--- config.mk ---
export PLATFORM = sky130hd
export DESIGN_NAME = key_debounce_flat
export DESIGN_NICKNAME = d
export VERILOG_FILES = /design/src/rtl/key_debounce_if.sv /design/src/rtl/key_debounce.sv /design/src/flat_wrapper.sv
export SDC_FILE = /design/constraint.sdc
export NUM_CORES = 1
export LEC_CHECK = 0
export ABC_AREA = 1
export CAP_MARGIN = 30
export CORE_MARGIN = 4
export CORE_UTILIZATION = 45
export DETAILED_ROUTE_END_ITERATION = 10
export PLACE_DENSITY = 0.74
export SYNTH_ARGS = -nofsm -noshare
export SYNTH_HDL_FRONTEND = slang
export SYNTH_SLANG_ARGS = --single-unit
--- constraint.sdc ---
create_clock -name clk -period 2.8 [get_ports clk]
set_input_delay 0.28 -clock clk [delete_from_list [all_inputs] [get_ports clk]]
set_output_delay 0.28 -clock clk [all_outputs]
set_load 0.02 [all_outputs]
--- src/rtl/key_debounce_if.sv ---
`default_nettype none
// key_debounce_if: raw key pins in, debounced keys and event pulses out.
interface key_debounce_if #(
  parameter int N = 13
);
  logic [N-1:0] key_raw;
  logic [N-1:0] keys;
  logic [N-1:0] key_edge;
  logic         any_press;

  modport master (output key_raw, input keys, key_edge, any_press);
  modport slave  (input key_raw, output keys, key_edge, any_press);
endinterface
`default_nettype wire

--- src/rtl/key_debounce.sv ---
`default_nettype none
// +--------------------------------------------------------------------------+
// | key_debounce: sync + tick-based debounce of N key lines, edge/press pulses|
// | Revision 1.0                                                             |
// +--------------------------------------------------------------------------+
module key_debounce #(
  parameter int N        = 13,
  parameter int PRESCALE = 50000,
  parameter int STABLE   = 5,
  parameter bit INVERT   = 1'b1
) (
  input  logic           clk,
  input  logic           nreset,
  key_debounce_if.slave  bus
);
  localparam int c_pre_w = (PRESCALE > 1) ? $clog2(PRESCALE) : 1;
  localparam int c_cnt_w = ($clog2(STABLE + 1) > 1) ? $clog2(STABLE + 1) : 1;
  localparam logic [c_cnt_w-1:0] c_cnt_last = c_cnt_w'(STABLE - 1);

  logic [N-1:0]       w_p;
  logic [N-1:0]       r_s0;
  logic [N-1:0]       r_s1;
  logic [N-1:0]       r_keys;
  logic [N-1:0]       r_edge;
  logic [N-1:0]       w_commit;
  logic               r_any;
  logic               w_tick;
  logic [c_cnt_w-1:0] r_cnt [N];

  assign w_p = bus.key_raw ^ {N{INVERT}};

  always_ff @(posedge clk or negedge nreset) begin
    if (!nreset) begin
      r_s0 <= '0;
      r_s1 <= '0;
    end else begin
      r_s0 <= w_p;
      r_s1 <= r_s0;
    end
  end

  generate
    if (PRESCALE > 1) begin : g_presc
      localparam logic [c_pre_w-1:0] c_pre_last = c_pre_w'(PRESCALE - 1);
      logic [c_pre_w-1:0] r_pre;

      always_ff @(posedge clk or negedge nreset) begin
        if (!nreset)
          r_pre <= '0;
        else if (r_pre == c_pre_last)
          r_pre <= '0;
        else
          r_pre <= r_pre + c_pre_w'(1);
      end

      assign w_tick = (r_pre == c_pre_last);
    end else begin : g_presc_bypass
      assign w_tick = 1'b1;
    end
  endgenerate

  always_comb begin
    w_commit = '0;
    for (int i = 0; i < N; i++)
      w_commit[i] = (r_s1[i] != r_keys[i]) && w_tick && (r_cnt[i] == c_cnt_last);
  end

  // A bounce back to the accepted level clears the count, so only an
  // uninterrupted run of STABLE ticks can commit a new level.
  always_ff @(posedge clk or negedge nreset) begin
    if (!nreset) begin
      r_keys <= '0;
      r_edge <= '0;
      r_any  <= 1'b0;
      for (int i = 0; i < N; i++)
        r_cnt[i] <= '0;
    end else begin
      r_edge <= w_commit;
      r_any  <= |(w_commit & r_s1);
      for (int i = 0; i < N; i++) begin
        if (r_s1[i] == r_keys[i]) begin
          r_cnt[i] <= '0;
        end else if (w_commit[i]) begin
          r_keys[i] <= r_s1[i];
          r_cnt[i]  <= '0;
        end else if (w_tick) begin
          r_cnt[i] <= r_cnt[i] + c_cnt_w'(1);
        end
      end
    end
  end

  assign bus.keys      = r_keys;
  assign bus.key_edge  = r_edge;
  assign bus.any_press = r_any;
endmodule
`default_nettype wire
--- src/flat_wrapper.sv ---
// flat-port wrapper written by rule: the top's interface ports become plain ports
module key_debounce_flat 
#(
  parameter int N        = 13,
  parameter int PRESCALE = 50000,
  parameter int STABLE   = 5,
  parameter bit INVERT   = 1'b1
)
  (clk, nreset, bus_key_raw, bus_keys, bus_key_edge, bus_any_press);
  key_debounce_if #(.N(N)) bus_i ();
  input  logic clk;
  input  logic nreset;
  input wire logic [$bits(bus_i.key_raw)-1:0] bus_key_raw;
  output wire logic [$bits(bus_i.keys)-1:0] bus_keys;
  output wire logic [$bits(bus_i.key_edge)-1:0] bus_key_edge;
  output wire logic [$bits(bus_i.any_press)-1:0] bus_any_press;
  assign bus_i.key_raw = bus_key_raw;
  assign bus_keys = bus_i.keys;
  assign bus_key_edge = bus_i.key_edge;
  assign bus_any_press = bus_i.any_press;
  key_debounce #(.N(N), .PRESCALE(PRESCALE), .STABLE(STABLE), .INVERT(INVERT)) u_core (.clk(clk), .nreset(nreset), .bus(bus_i));
endmodule
Word-level counts from Yosys, hierarchy flattened
Index checks and enable logic that the tools add are counted.
- input bits: 15
- logic and storage cells: 193
- register bits: 108
- output and inout port bits: 27
- equal/unequal tests: 40
- reductions and logical operators: 53
- muxes and demuxes: 40
- bitwise gates (word level): 15
- add/subtract/negate cells: 14
- operators by type and width (kind ; count):
    two-way mux 3 bit ; 39
    adder 3 x 1 -> 3 bit (second input constant) ; 13
    equality test 3 bit (second input constant) ; 13
    nonzero test 3 bit ; 13
    logical AND 1 bit ; 26
    AND reduction 2 bit ; 13
    adder 16 x 1 -> 16 bit (second input constant) ; 1
    equality test 16 bit (second input constant) ; 1
    two-way mux 16 bit ; 1
    bitwise AND 13 bit ; 1
    equality test 1 bit ; 13
    != test 1 bit ; 13
    NOT 1 bit ; 13
    NOT 13 bit ; 1
    OR reduction 13 bit ; 1

Logic depth before layout (Yosys ltp)
- word-level depth: 5
- gate-level depth with buffers: 12

Worst setup path after synthesis
No wires, ideal clock.
- path kind: flip-flop to flip-flop
- from: register u_core.g_presc.r_pre[0]
- to: register u_core.r_cnt[8] in the netlist's numbering
- setup time: 0.121 ns
- clock period less this slack: 1.566 ns
- buffers on the path: 2
- required time: 2.679 ns
- slack: 1.234 ns
- cell stages (with the launch flop): 11
- arrival time: 1.445 ns
- cell sequence: dfrtp_1 ha_1 nand2_1 nor2_1 nand2_2 nor2_8 buf_8 buf_6 nor2_1 nor2_1 nor2_1
- word-level cells in the longest chain between the ends: 5
- elaborated cells between the ends (all ways): 6
- those cells by class: eq/ne: 1; mux: 2; reduce/logical: 3
- RTL lines (item ; RTL line ; source):
    start: declaration ; key_debounce.sv:45 ; logic [c_pre_w-1:0] r_pre;
    start signal: assignment ; key_debounce.sv:53 ; r_pre <= r_pre + c_pre_w'(1);
    equality test 16 bit (*) ; key_debounce.sv:56 ; assign w_tick = (r_pre == c_pre_last);
    logical AND 1 bit (2 in series) ; key_debounce.sv:65 ; w_commit[i] = (r_s1[i] != r_keys[i]) && w_tick && (r_cnt[i] == c_cnt_last);
    two-way mux 3 bit ; key_debounce.sv:83 ; end else if (w_commit[i]) begin
    two-way mux 3 bit ; key_debounce.sv:81 ; if (r_s1[i] == r_keys[i]) begin
    end signal: indexed assignment ; key_debounce.sv:87 ; r_cnt[i] <= r_cnt[i] + c_cnt_w'(1);
    end: declaration ; key_debounce.sv:28 ; logic [c_cnt_w-1:0] r_cnt [N];
Every way passes the cells marked *; elsewhere a longest branch is shown, timed or not.
A chain may end at the register's enable or synchronous reset.

Worst setup path in the final report
- from: register u_core.g_presc.r_pre[0]
- to: register u_core.r_any (netlist: u_core.bus.any_press)
- word-level cells in the longest chain between the ends: 5
- elaborated cells between the ends (all ways): 29
- those cells by class: eq/ne: 1; bitwise: 1; reduce/logical: 27
- RTL lines (item ; RTL line ; source):
    equality test 16 bit (*) ; key_debounce.sv:56 ;
    logical AND 1 bit (2 in series) ; key_debounce.sv:65 ;
    bitwise AND 13 bit (*) ; key_debounce.sv:79 ; r_any <= |(w_commit & r_s1);
    OR reduction 13 bit (*) ; key_debounce.sv:79 ;
    end signal: assignment ; key_debounce.sv:79 ;
    end: declaration ; key_debounce.sv:26 ; logic r_any;
Marked as above.

==> metrics <==
status complete, no violations; Fmax 0.478 GHz; PwrDens 471 nW/um2; Final Hold Fails 0; setup repair bufs after CTS 0; chip width 114 um; worst path cell trace ha_1, nand2_1, nor2_1, nand2_2, nor2_8, buf_4, nand4_1, nand2_1, inv_1, nand2_1, nor2_1, nand2_1; Die H 114 um; Total Neg Setup Slack 0 ns; Peak VDD IR 0.279 mV; Initial DRC Count 222; final std cells w/o fill 731; Post-Syn Area 5010 um2; period utilization 74.7%; die area 12,900 um2; min-delay src u_core.r_s0[2]; hold_ws 0.358 ns; Initial Util 46.1%; Vias 3,560; share of layout cells above drive strength 1 8.12%; row cnt 38; Syn Inst Count 538; Critical Path AT 2.41 ns; register clock-pin slew on the reported worst setup and hold paths 0.10 ns; htree depth 3; Worst Tran Pin Value 0.627 ns; WS Path Type reg -> reg; Clk Latency, worst-skew pair 0.37 ns; I/O pin count 42; clock skew 0.00739 ns; post-synthesis sequential area ratio 53.9%; WL final 9.12 mm; Slew HR 58.2%; HP Class reg -> reg; mean post-synth cell area 9.32 um2; Required @ worst endpoint 3.12 ns; Synth Register Bits 108; number of setup violations in the final report 0; post-route ant nets 0; leakage 2.89 nW; DR WL/cell 12.5 um; Int Power 2.11 mW; max_cap viols 0; Area Growth Syn to Fin 15.0%; total net switching power 604 uW; # clock sinks 108; Post-route DRC 0; RePlAce Congestion 0.798; Final Max Slew Viols 0; GR Util All Layers 14.9%; FF-to-FF Start u_core.g_presc.r_pre[0]; GRT overflow 0; Comb pwr share 3.6%; dpl hpwl 6.56 mm; placed cell count 714; RSZ-0062 raised after global routing no; port buffer count 41; CP max FO 25; min cycle time layout 2.09 ns; CTS Buf Count 9; critical path's largest stage delay 0.38 ns; most used cell, CP nand2_1; post-synth cell types 30; clk buf depth 2; total core area 10,900 um2; Setup crit start u_core.g_presc.r_pre[0]; Nets 628; Worst setup EP type flop; pin count of the biggest net entering global routing 61; Synth Net Count 580; Clk pwr share 38.0%; Seq pwr share 58.4%; TritonRoute pass-1 iters 5; CTS tree built; cell at the slowest stage of the critical path dfrtp_1; vias in the first global route 3,565; Worst setup SP type flop; first-pass GRT wire length 15.7 mm; Sw Share 22.2%; antenna violations before repair 0; ant diodes 0; synth warn 0; vias per cell 4.87; CTS root buf clkbuf_8
-- flip-flops by register name, summed over array words and instances, names as in the netlist --
name / count
u_core.bus.any_press: 1
u_core.bus.key_edge: 13
u_core.bus.keys: 13
u_core.g_presc.r_pre: 16
u_core.r_cnt: 39
u_core.r_s0: 13
u_core.r_s1: 13
-- layout by cell type, fill, tap and decap left out, types with 3 or more instances in the layout --
| cell type | n |
|---|---|
| a21oi_1 | 11 |
| dfrtp_1 | 108 |
| nand2_1 | 92 |
| nand3_2 | 4 |
| clkbuf_8 | 9 |
| ha_1 | 27 |
| nor3_2 | 3 |
| o21ai_0 | 29 |
| xor2_1 | 7 |
| nand3_1 | 22 |
| nand4_1 | 14 |
| nor2_2 | 4 |
| buf_4 | 3 |
| a31oi_1 | 14 |
| nor2_1 | 49 |
| o21ai_2 | 3 |
| xnor2_1 | 11 |
| inv_1 | 96 |
| o21ai_1 | 3 |
| clkinv_2 | 3 |
| clkdlybuf4s50_1 | 40 |
| nor3_1 | 15 |
| nand2_2 | 3 |
| inv_2 | 5 |
-- per-layer routing --
metal	vias to the layer above	track usage [%]	wire, um	share of wire (%)
met4	0	6.97	188	2.1
met1	1694	19.5	4190	46
met5	-	0	0	0
met2	70	24.0	4380	48
li1	1779	-	-	-
met3	17	3.08	355	3.9
-- critical path, delay by kind of cell (launching register included) --
family                   cells  cell delay [ns]
flip-flops                   1             0.38
buffers and inverters        2             0.38
adder cells (fa/ha/maj)      1             0.17
AND/OR/NAND/NOR              9             1.08
-- repair_timing --
item,4_1_cts,5_1_grt
endpoints found under the hold margin,48,0
gates resized for setup,0,0
setup endpoints to repair,0,0
hold buffers,1,0
-- worst paths after layout --
path / endpoint / cells after the start / slack (ns)
max: u_core.bus.any_press / 12 / 0.71
min: u_core.r_s1[2] / 0 / 0.36
max reg2reg: u_core.bus.any_press / 12 / 0.71
min reg2reg: u_core.r_s1[2] / 0 / 0.36
max in group asynchronous: u_core.r_cnt[8] / 3 / 1.62
min in group asynchronous: u_core.r_cnt[33] / 2 / 0.47
-- synthesized netlist by cell type (all sizes together) --
library cell / number / share of area, %
nand2: 97 / 7.7
xnor2: 11 / 1.9
o21ai: 35 / 3.7
nand4: 14 / 1.7
xor2: 7 / 1.2
nand3: 27 / 3.3
dfrtp: 108 / 54
inv: 101 / 7.6
o22ai: 1 / 0.12
nor2: 56 / 5.0
ha: 27 / 6.7
clkinv: 2 / 0.15
a31oi: 14 / 1.7
a21oi: 11 / 1.1
buf: 8 / 1.8
nor3: 18 / 2.1
nor4: 1 / 0.12
-- power by group through the flow --
stage	registers [mW]	clock network (mW)	logic, mW
2_1_floorplan	1.62	0	0.0366
3_3_place_gp	1.62	0	0.0946
3_5_place_dp	1.62	0	0.0977
4_1_cts	1.59	1.05	0.0994
5_1_grt	1.59	1.11	0.111
6_report	1.59	1.03	0.0966
-- layout make-up --
type / count / area (um2)
Fill cell: 919 / 5120
Sequential cell: 108 / 2700
Multi-Input combinational cell: 319 / 1840
Timing Repair Buffer: 45 / 453
Inverter: 103 / 387
Tap cell: 140 / 175
Clock buffer: 9 / 124
Clock inverter: 7 / 91.3
-- per-stage QoR --
step | instance area, um2 | worst slack (ns) | power [mW] | util, %
finish | 5770 | 0.707 | 2.72 | 53.0
CTS | 5770 | 0.700 | 2.74 | 53.0
detailed placement | 5540 | 0.723 | 1.72 | 50.9
global route | 5770 | 0.460 | 2.81 | 53.0
floorplan | 5010 | 1.23 | 1.65 | -
global placement | 5540 | 0.813 | 1.71 | 50.9
-- cell families after synthesis --
family / after synthesis / share of synthesized area, %
and+or+nand+nor: 213 / 20.0
buffers and inverters: 111 / 9.51
DFF: 108 / 53.9
AOI/OAI and AO/OA: 61 / 6.69
adders and majority gates: 27 / 6.74
xor gates and xnor gates: 18 / 3.14
(Power assumes the default switching activity.)
